File: src/rtl/vida_nave_pkg.sv
// rtl/vida_nave_pkg.sv - shared state encoding and default constants for the ship-lives block
package vida_nave_pkg;

   typedef enum logic [1:0] {
      JOGANDO      = 2'd0,
      INVULNERAVEL = 2'd1,
      FIM          = 2'd2
   } estado_t;

   localparam int VIDAS_INICIAIS_PADRAO = 3;
   localparam int TICK_DIV_PADRAO       = 50000;
   localparam int INVULN_TICKS_PADRAO   = 2000;
   localparam int PISCA_TICKS_PADRAO    = 125;

   // Counter width able to hold 0..n-1, never narrower than one bit.
   function automatic int largura(input int n);
      return (n > 1) ? $clog2(n) : 1;
   endfunction

endpackage

File: src/rtl/vida_nave_if.sv
// rtl/vida_nave_if.sv - game-side signals of the ship-lives block, grouped with master/slave views
interface vida_nave_if #(
   parameter int NUM_BOLAS = 4
);
   logic                 pausa;
   logic                 reiniciarJogo;
   logic [NUM_BOLAS-1:0] bateunave;
   logic [NUM_BOLAS-1:0] limpar_bolas;
   logic [1:0]           vidas;
   logic                 invulneravel;
   logic                 nave_visivel;
   logic                 fim_de_jogo;

   modport master (
      output pausa, reiniciarJogo, bateunave,
      input  limpar_bolas, vidas, invulneravel, nave_visivel, fim_de_jogo
   );

   modport slave (
      input  pausa, reiniciarJogo, bateunave,
      output limpar_bolas, vidas, invulneravel, nave_visivel, fim_de_jogo
   );
endinterface

File: src/rtl/vida_nave_divisor_tick.sv
// rtl/vida_nave_divisor_tick.sv - game tick strobe: one cycle high every DIV enabled clock cycles
module divisor_tick
   import vida_nave_pkg::*;
#(
   parameter int DIV = TICK_DIV_PADRAO
) (
   input  logic i_clk,
   input  logic i_rst,
   input  logic i_en,
   input  logic i_clr,
   output logic o_tick
);
   localparam int CW = largura(DIV);

   logic [CW-1:0] r_cnt;

   assign o_tick = i_en && !i_clr && (r_cnt == CW'(DIV - 1));

   always_ff @(posedge i_clk or posedge i_rst) begin
      if (i_rst) begin
         r_cnt <= '0;
      end else if (i_clr) begin
         r_cnt <= '0;
      end else if (i_en) begin
         r_cnt <= o_tick ? '0 : r_cnt + 1'b1;
      end
   end
endmodule

File: src/rtl/vida_nave.sv
// rtl/vida_nave.sv - ship lives, post-hit invulnerability with blink, game over and restart
module vida_nave
   import vida_nave_pkg::*;
#(
   parameter int NUM_BOLAS      = 4,
   parameter int VIDAS_INICIAIS = VIDAS_INICIAIS_PADRAO,
   parameter int TICK_DIV       = TICK_DIV_PADRAO,
   parameter int INVULN_TICKS   = INVULN_TICKS_PADRAO,
   parameter int PISCA_TICKS    = PISCA_TICKS_PADRAO
) (
   input  logic       CLOCK_50,
   input  logic       reset,
   vida_nave_if.slave bus
);
   localparam int IW = largura(INVULN_TICKS);
   localparam int PW = largura(PISCA_TICKS);

   estado_t              r_estado;
   logic [1:0]           r_vidas;
   logic [IW-1:0]        r_invuln_cnt;
   logic [PW-1:0]        r_pisca_cnt;
   logic                 r_visivel;
   logic [NUM_BOLAS-1:0] r_limpar;
   logic [NUM_BOLAS-1:0] r_bq;
   logic                 w_tick;
   logic                 w_hit;

   divisor_tick #(.DIV(TICK_DIV)) u_tick (
      .i_clk  (CLOCK_50),
      .i_rst  (reset),
      .i_en   (~bus.pausa),
      .i_clr  (bus.reiniciarJogo),
      .o_tick (w_tick)
   );

   // Several bullets rising together still collapse into a single hit.
   assign w_hit = |(bus.bateunave & ~r_bq);

   always_ff @(posedge CLOCK_50 or posedge reset) begin
      if (reset) begin
         r_estado     <= JOGANDO;
         r_vidas      <= 2'(VIDAS_INICIAIS);
         r_invuln_cnt <= '0;
         r_pisca_cnt  <= '0;
         r_visivel    <= 1'b1;
         r_limpar     <= '0;
         r_bq         <= '0;
      end else if (bus.reiniciarJogo) begin
         r_estado     <= JOGANDO;
         r_vidas      <= 2'(VIDAS_INICIAIS);
         r_invuln_cnt <= '0;
         r_pisca_cnt  <= '0;
         r_visivel    <= 1'b1;
         r_limpar     <= '1;
         r_bq         <= bus.bateunave;
      end else if (bus.pausa) begin
         r_limpar <= '0;
      end else begin
         r_bq     <= bus.bateunave;
         // Masking with the previous pulse keeps each clear to a single cycle.
         r_limpar <= bus.bateunave & ~r_limpar;
         case (r_estado)
            JOGANDO: begin
               if (w_hit) begin
                  r_visivel <= 1'b0;
                  if (r_vidas <= 2'd1) begin
                     r_vidas  <= 2'd0;
                     r_estado <= FIM;
                  end else begin
                     r_vidas      <= r_vidas - 1'b1;
                     r_estado     <= INVULNERAVEL;
                     r_invuln_cnt <= '0;
                     r_pisca_cnt  <= '0;
                  end
               end
            end
            INVULNERAVEL: begin
               if (w_tick) begin
                  if (r_invuln_cnt == IW'(INVULN_TICKS - 1)) begin
                     r_estado     <= JOGANDO;
                     r_visivel    <= 1'b1;
                     r_invuln_cnt <= '0;
                  end else begin
                     r_invuln_cnt <= r_invuln_cnt + 1'b1;
                     if (r_pisca_cnt == PW'(PISCA_TICKS - 1)) begin
                        r_pisca_cnt <= '0;
                        r_visivel   <= ~r_visivel;
                     end else begin
                        r_pisca_cnt <= r_pisca_cnt + 1'b1;
                     end
                  end
               end
            end
            FIM: begin
               r_visivel <= 1'b0;
            end
            default: begin
               r_estado <= JOGANDO;
            end
         endcase
      end
   end

   assign bus.limpar_bolas = r_limpar;
   assign bus.vidas        = r_vidas;
   assign bus.invulneravel = (r_estado == INVULNERAVEL);
   assign bus.nave_visivel = r_visivel;
   assign bus.fim_de_jogo  = (r_estado == FIM);
endmodule

File: src/flat_wrapper.sv
// flat-port wrapper written by rule: the top's interface ports become plain ports
module vida_nave_flat import vida_nave_pkg::*;
#(
   parameter int NUM_BOLAS      = 4,
   parameter int VIDAS_INICIAIS = VIDAS_INICIAIS_PADRAO,
   parameter int TICK_DIV       = TICK_DIV_PADRAO,
   parameter int INVULN_TICKS   = INVULN_TICKS_PADRAO,
   parameter int PISCA_TICKS    = PISCA_TICKS_PADRAO
)
  (CLOCK_50, reset, bus_pausa, bus_reiniciarJogo, bus_bateunave, bus_limpar_bolas, bus_vidas, bus_invulneravel, bus_nave_visivel, bus_fim_de_jogo);
  vida_nave_if #(.NUM_BOLAS(NUM_BOLAS)) bus_i ();
  input  logic CLOCK_50;
  input  logic reset;
  input wire logic [$bits(bus_i.pausa)-1:0] bus_pausa;
  input wire logic [$bits(bus_i.reiniciarJogo)-1:0] bus_reiniciarJogo;
  input wire logic [$bits(bus_i.bateunave)-1:0] bus_bateunave;
  output wire logic [$bits(bus_i.limpar_bolas)-1:0] bus_limpar_bolas;
  output wire logic [$bits(bus_i.vidas)-1:0] bus_vidas;
  output wire logic [$bits(bus_i.invulneravel)-1:0] bus_invulneravel;
  output wire logic [$bits(bus_i.nave_visivel)-1:0] bus_nave_visivel;
  output wire logic [$bits(bus_i.fim_de_jogo)-1:0] bus_fim_de_jogo;
  assign bus_i.pausa = bus_pausa;
  assign bus_i.reiniciarJogo = bus_reiniciarJogo;
  assign bus_i.bateunave = bus_bateunave;
  assign bus_limpar_bolas = bus_i.limpar_bolas;
  assign bus_vidas = bus_i.vidas;
  assign bus_invulneravel = bus_i.invulneravel;
  assign bus_nave_visivel = bus_i.nave_visivel;
  assign bus_fim_de_jogo = bus_i.fim_de_jogo;
  vida_nave #(.NUM_BOLAS(NUM_BOLAS), .VIDAS_INICIAIS(VIDAS_INICIAIS), .TICK_DIV(TICK_DIV), .INVULN_TICKS(INVULN_TICKS), .PISCA_TICKS(PISCA_TICKS)) u_core (.CLOCK_50(CLOCK_50), .reset(reset), .bus(bus_i));
endmodule
File: config.mk
export PLATFORM = sky130hd
export DESIGN_NAME = vida_nave_flat
export DESIGN_NICKNAME = d
export VERILOG_FILES = /design/src/rtl/vida_nave_pkg.sv /design/src/rtl/vida_nave_if.sv /design/src/rtl/vida_nave_divisor_tick.sv /design/src/rtl/vida_nave.sv /design/src/flat_wrapper.sv
export SDC_FILE = /design/constraint.sdc
export NUM_CORES = 1
export LEC_CHECK = 0
export BUFFER_PORTS_ARGS = -buffer_cell sky130_fd_sc_hd__buf_2
export CAP_MARGIN = 25
export CELL_PAD_IN_SITES_DETAIL_PLACEMENT = 1
export CELL_PAD_IN_SITES_GLOBAL_PLACEMENT = 2
export CORE_MARGIN = 3
export CORE_UTILIZATION = 40
export CTS_BUF_LIST = sky130_fd_sc_hd__clkbuf_2
export DETAILED_ROUTE_END_ITERATION = 16
export PLACE_DENSITY_LB_ADDON = 0.1
export SKIP_LAST_GASP = 1
export SLEW_MARGIN = 20
export SYNTH_ARGS = -nofsm -noshare
export SYNTH_HDL_FRONTEND = slang
export SYNTH_SLANG_ARGS = --single-unit
File: constraint.sdc
create_clock -name CLOCK_50 -period 2.4 [get_ports CLOCK_50]
set_input_delay 0.48 -clock CLOCK_50 [delete_from_list [all_inputs] [get_ports CLOCK_50]]
set_output_delay 0.48 -clock CLOCK_50 [all_outputs]
set_load 0.1 [all_outputs]
[Word-level counts from Yosys, hierarchy flattened]
Cells that the tools add are included.
Storage, ports and cells
  bits in registers: 47
  input port bits: 8
  output and inout bits: 9
Operators by class
  order comparisons: 1
  muxes and demuxes: 41
  equal/unequal tests: 13
  add/sub/neg operators: 4
  bitwise operators: 6
  reduce and logical (&&, ||, !) cells: 14
Operators by type and width (number)
  11-bit two-way mux: 6
  7-bit two-way mux: 7
  16-bit two-way mux: 3
  2-bit two-way mux: 11
  11-bit case mux with 2 select lines: 1
  16-bit by 1-bit adder with 16-bit output, second input constant: 1
  16-bit equality test, second input constant: 1
  4-bit two-way mux: 4
  5-bit AND reduction: 3
  7-bit case mux with 2 select lines: 1
  11-bit by 1-bit adder with 11-bit output, second input constant: 1
  11-bit equality test, second input constant: 1
  3-bit by 2-bit inequality test with 1-bit output, second input constant: 3
  4-bit bitwise AND: 2
  4-bit inverter: 2
  7-bit by 1-bit adder with 7-bit output, second input constant: 1
  7-bit equality test, second input constant: 1
  1-bit two-way mux: 6
  3-bit inequality test, second input constant: 2
  2-bit case mux with 3 select lines: 1
  6-bit AND reduction: 1
  4-bit by 2-bit inequality test with 1-bit output, second input constant: 1
  2-bit nonzero test: 2
  4-bit nonzero test: 1
  other kinds (14): 16

[Longest topological paths before layout]
  depth after elaboration: 7
  depth in mapped cells: 8
  gate-level depth less buffers: 7

[Hierarchy]
A second synthesis with hierarchy kept.
Second synthesis, totals
  cell total of the unflattened synthesis: 296
  area, all modules: 2703.8 µm²
Modules (own cells, without submodules)
  vida_nave: cells each 185, area an instance 1677.9 µm², instances 1, sequential area each 779.5 µm²
  divisor_tick: cells each 111, area an instance 1026.0 µm², instances 1, sequential area each 400.4 µm²

[Worst setup path after synthesis]
OpenSTA, ideal clock, no wires.
  path kind: register to register
  start point: register u_core.r_estado[1]
  end point: register u_core.r_invuln_cnt[3]
  required time: 2305 ps
  arrival time: 2455 ps
  period minus slack after synthesis: 2550 ps
  path buffers: 1
  slack: -150 ps
  stages on the path, launching flop included: 8
  cells stage by stage: dfrtp_1 -> inv_1 -> ha_1 -> nor2b_1 -> o31ai_1 -> or3_1 -> buf_2 -> o31ai_1
Between the ends
  cells in the longest elaborated chain, start to end: 4
  elaborated cells on any way between the ends: 10
  classes of those cells: eq/ne (4); mux (3); reduce/logical (3)
Ends and longest elaborated chain
  start, declared: line vida_nave.sv:18  | estado_t r_estado;
  start signal, assigned: line vida_nave.sv:41  | r_estado <= JOGANDO;
  start signal, assigned: line vida_nave.sv:49  | r_estado <= JOGANDO;
  start signal, assigned: line vida_nave.sv:68  | r_estado <= FIM;
  2-bit by 1-bit equality test with 1-bit output (*)
  named net bus_invulneravel: line flat_wrapper.sv:19  | output wire logic [$bits(bus_i.invulneravel)-1:0] bus_invulneravel;
  11-bit case mux with 2 select lines: line vida_nave.sv:62  | case (r_estado)
  11-bit two-way mux: line vida_nave.sv:56  | end else if (bus.pausa) begin
  11-bit two-way mux: line vida_nave.sv:48  | end else if (bus.reiniciarJogo) begin
  end signal, assigned: line vida_nave.sv:84  | r_invuln_cnt <= r_invuln_cnt + 1'b1;
  end, declared: line vida_nave.sv:20  | logic [IW-1:0] r_invuln_cnt;
Mark *: on every way through the listed nets, which the timed path passes. The rest lies on a longest branch. The select of a mux whose other input is x is not followed.
A chain may end at the register's enable or synchronous reset.

[Worst setup path in the final report]
  start point: register u_core.u_tick.r_cnt[13]
  end point: register u_core.r_estado[1]
Between the ends
  cells in the longest elaborated chain, start to end: 4
Ends and longest elaborated chain
  start, declared: line vida_nave_divisor_tick.sv:15  | logic [CW-1:0] r_cnt;
  start signal, assigned: line vida_nave_divisor_tick.sv:25  | r_cnt <= o_tick ? '0 : r_cnt + 1'b1;
  16-bit equality test: line vida_nave_divisor_tick.sv:17  | assign o_tick = i_en && !i_clr && (r_cnt == CW'(DIV - 1));
  1-bit logical AND: line vida_nave_divisor_tick.sv:17
  3-bit by 2-bit inequality test with 1-bit output (no line)
  5-bit AND reduction (no line)
No other way between the ends.

==> summary.md <==
For the clock sink count, the log shows 47. The clock passes through at most 2 buffers. The number of buffers inserted for hold repair after clock tree synthesis came out at 0. The number of flops mapped to enable cells by yosys works out to 0. After global routing, the most crowded layer is met2. For this block, the routed nets add up to 6.61 mm of wire. The tool flagged a number of max-cap violations equal to 0.

In this run the static leakage power is 1.33 nW. The average cell area after synthesis is 9.49 um^2. The number of antenna violations at the first check in global routing is 0. The logs give 442 MHz for the highest clock frequency the design can meet and 4.83 mm for the placed wire-length estimate. The tools report the number of buffers added by the clock tree synthesis step as 5. STA classifies the critical path endpoint as a flip-flop.

The routed length per placed instance is 17.0 um. Sorting the synthesized cells by area gives the leading types as dfrtp_1 41%, nor2_1 4.9%, o31ai_1 4.8%. For this block, the initial DRC count from the detailed router was 53. During synthesis, Yosys emitted a total of 0 warnings. Of all nets on the critical path, the largest fanout is 9. Across the routed clock network, the largest skew measured is 28.2 ps. Setup repair after global routing could not meet its margin everywhere. After clock tree synthesis, the clock-pin slew on the worst setup and hold paths is 250 ps. In the synthesized netlist the dominant register cell turns out to be dfrtp_1. The signal on the critical path passes through or4b_1 > nor3_2 > a21oi_1 > buf_4 > nor3_1 > mux2_1.

The area added between synthesis and finish works out to 14.9%. In this run the biggest area consumer among cell types represents 41.5% of the synthesized area. After layout, the worst path uses 94.3% of the clock period. Summed over all layers, the global routing overflow is 0.

Counting flops and latches in the post-synthesis netlist gives 47. The logs give 326 for the final layout net count and 11.4 mm for the first-pass GRT wire length. The largest individual stage delay along the critical path comes from the cell or4b_1.

The number of standard-cell rows in the floorplan was 29. The path class of the tightest hold or removal check is input pin to asynchronous set/reset pin. The floorplan step defined a die boundary enclosing 7650 um^2.

The post-detailed-route via-to-cell ratio was 5.67; the initial standard-cell utilization of the core was 41.6%. Sequential elements use 44.4% of the synthesized area. Input and output buffers added on the ports amount to 16.

The minimum period implied by the final worst setup slack came out at 2260 ps. TritonCTS built the clock tree. For the number of hold-slack violations in the final timing report, the log shows 0. IR analysis of the VDD net gives a maximum drop of 403 uV.

The via count of the first global-routing pass is 2368, and the all-layer global routing usage is 18.9%. The post-route DRC violation count is 0, and the met1 usage is 21.9%. In this run the remaining antenna-violating nets after routing total 0. The logs give 0.746 for the placer congestion estimate and 169 ps for the worst hold-check slack. Detailed routing inserted a total of 2207 vias. The fraction of final layout cells with drive strength greater than 1 is 21.5%, and the largest net degree at the start of global routing is 48. The number of endpoints failing setup at the final stage was 0.

The H-tree was split into 2 levels. The run finished with clean final reports. The path type of the worst setup path was flip-flop to flip-flop. The tools report the met3 track demand over resource in global routing as 3.12%.

The core area was 6390 um^2. The tree is rooted in a clkbuf_2. Data on the critical path arrives at its endpoint at 2610 ps. In this run the vertical extent of the chip is 87.5 um. The biggest cell delay along the critical path was 580 ps.

The repair_antennas step left the layout with diodes totalling 0. The critical path data required time is 2750 ps, and the clock latency on the worst-skew pair is 420 ps. dfrtp_1 takes more of the synthesized area than any other cell. For this design the ratio of total power to cell area is 672 nW/um^2.

The run gives 58.9% as the normalized max-slew margin. In the synthesized netlist, the number of instances is 280. Once placement finished, the instance area stood at 2950 um^2.

For the worst flop-to-flop path, the logic depth is 6. By count the netlist is led by 44 x dfrtp_1, 35 x nor2_1, 18 x nand2_1. The die outline width is 87.5 um. The share of flip-flops with an asynchronous set or reset after synthesis is 100%.

The post-synth design cell area came out at 2660 um^2. The number of distinct library cell variants in the gate-level netlist after synthesis is 53. For the max-slew violation total from the final report, the log shows 0.

Counting the fill cells in the layout gives 733. The logs give 5 for the number of detailed-routing iterations run before antenna repair and 17 for the number of primary I/O pins. For the pin with the worst max-slew slack, the measured transition is 617 ps. The most common cell in the netlist was dfrtp_1. The worst setup path is launched from a flip-flop.

The logs give 3050 um^2 for the final standard cell area without fillers and 295 for the net count after synthesis. The fraction of met2 tracks used by global routing is 36.2%.
-- final timing paths --
path	from	to	slack (ps)
max	u_core.u_tick.r_cnt[13]	u_core.r_estado[1]	140
min	reset	u_core.r_invuln_cnt[5]	170
max reg2reg	u_core.u_tick.r_cnt[13]	u_core.r_estado[1]	140
min reg2reg	u_core.bus.limpar_bolas[2]	u_core.bus.limpar_bolas[2]	500
max in group asynchronous	reset	u_core.u_tick.r_cnt[14]	1790
min in group CLOCK_50	bus_bateunave[0]	u_core.bus.limpar_bolas[0]	270
-- layout make-up --
class	instances	area, um^2	area share (%)
Sequential cell	47	1180	38.7
Inverter	13	48.8	1.60
Multi-Input combinational cell	209	1430	46.7
Clock inverter	3	38.8	1.27
Tap cell	77	96.3	3.16
Clock buffer	5	25.0	0.820
Timing Repair Buffer	35	235	7.71
-- power by group --
part	switching, mW	internal (mW)
Clock	0.262	0.171
Sequential	0.0533	0.857
Combinational	0.493	0.214
Total	0.809	1.24
-- stage by stage --
| step | std cells | setup TNS [ps] | total power [mW] | worst slack, ps | util (%) |
|---|---|---|---|---|---|
| final | 389 | 0 | 2.05 | 137 | 47.8 |
| after global placement | 381 | 0 | 1.61 | 8.66 | 46.2 |
| after CTS | 389 | 0 | 2.06 | 65.5 | 47.2 |
| after global routing | 389 | -9.58 | 2.18 | -6.92 | 47.8 |
| after floorplan | 280 | 0 | 1.42 | 160 | - |
| after detailed placement | 381 | -422 | 1.61 | -65.9 | 46.2 |
-- cells in the final DEF, fill, tap and decap left out, types with 3 or more instances in the layout --
cell type / count
dfstp_2: 3
nand2_1: 18
xor2_1: 4
o31ai_1: 15
o41ai_2: 4
inv_1: 11
o21ai_1: 7
a22o_1: 3
nand4_1: 9
a21oi_1: 4
mux2_2: 3
nor4_1: 4
clkbuf_2: 5
o41ai_1: 4
xnor2_1: 8
nor3_1: 4
nor2_1: 34
mux2i_1: 3
o21ai_0: 5
ha_1: 6
and3_1: 5
nand2b_1: 6
a21o_1: 3
dfrtp_1: 43
buf_4: 18
nand3_1: 13
buf_2: 16
nor2b_1: 9
-- state kept, by name, indices dropped and copies added, names as in the netlist --
name,flops
u_core.bus.limpar_bolas,4
u_core.bus.nave_visivel,1
u_core.bus.vidas,2
u_core.r_bq,4
u_core.r_estado,2
u_core.r_invuln_cnt,11
u_core.r_pisca_cnt,7
u_core.u_tick.r_cnt,16
-- per-layer routing --
layer | vias up | share of wire, %
li1 | 1083 | -
met1 | 1107 | 44
met2 | 15 | 54
met3 | 2 | 1.5
met4 | 0 | 0.47
met5 | - | 0
-- worst max-delay path: cells and delay by family, from the launching register on --
kind | cells | cell delay (ps)
buffers and inverters | 1 | 200
flip-flops | 1 | 450
multiplexers | 1 | 350
AO/OA/AOI/OAI | 1 | 120
AND/OR/NAND/NOR | 3 | 1090
-- cell families after synthesis --
| family | count (synthesis) | share of synthesized area [%] |
|---|---|---|
| DFF | 47 | 44.4 |
| muxes | 8 | 3.25 |
| adders and majority gates | 7 | 3.30 |
| AOI/OAI and AO/OA | 60 | 17.5 |
| and+or+nand+nor | 122 | 24.1 |
| buffers and inverters | 24 | 3.53 |
| xor gates and xnor gates | 12 | 3.96 |
-- repair_timing --
| action | in CTS | in global routing |
|---|---|---|
| endpoints found under the setup margin | 0 | 13 |
| buffers inserted | 0 | 0 |
| resized for setup | 0 | 9 |
No activity file was read; power rests on OpenSTA's default activity.
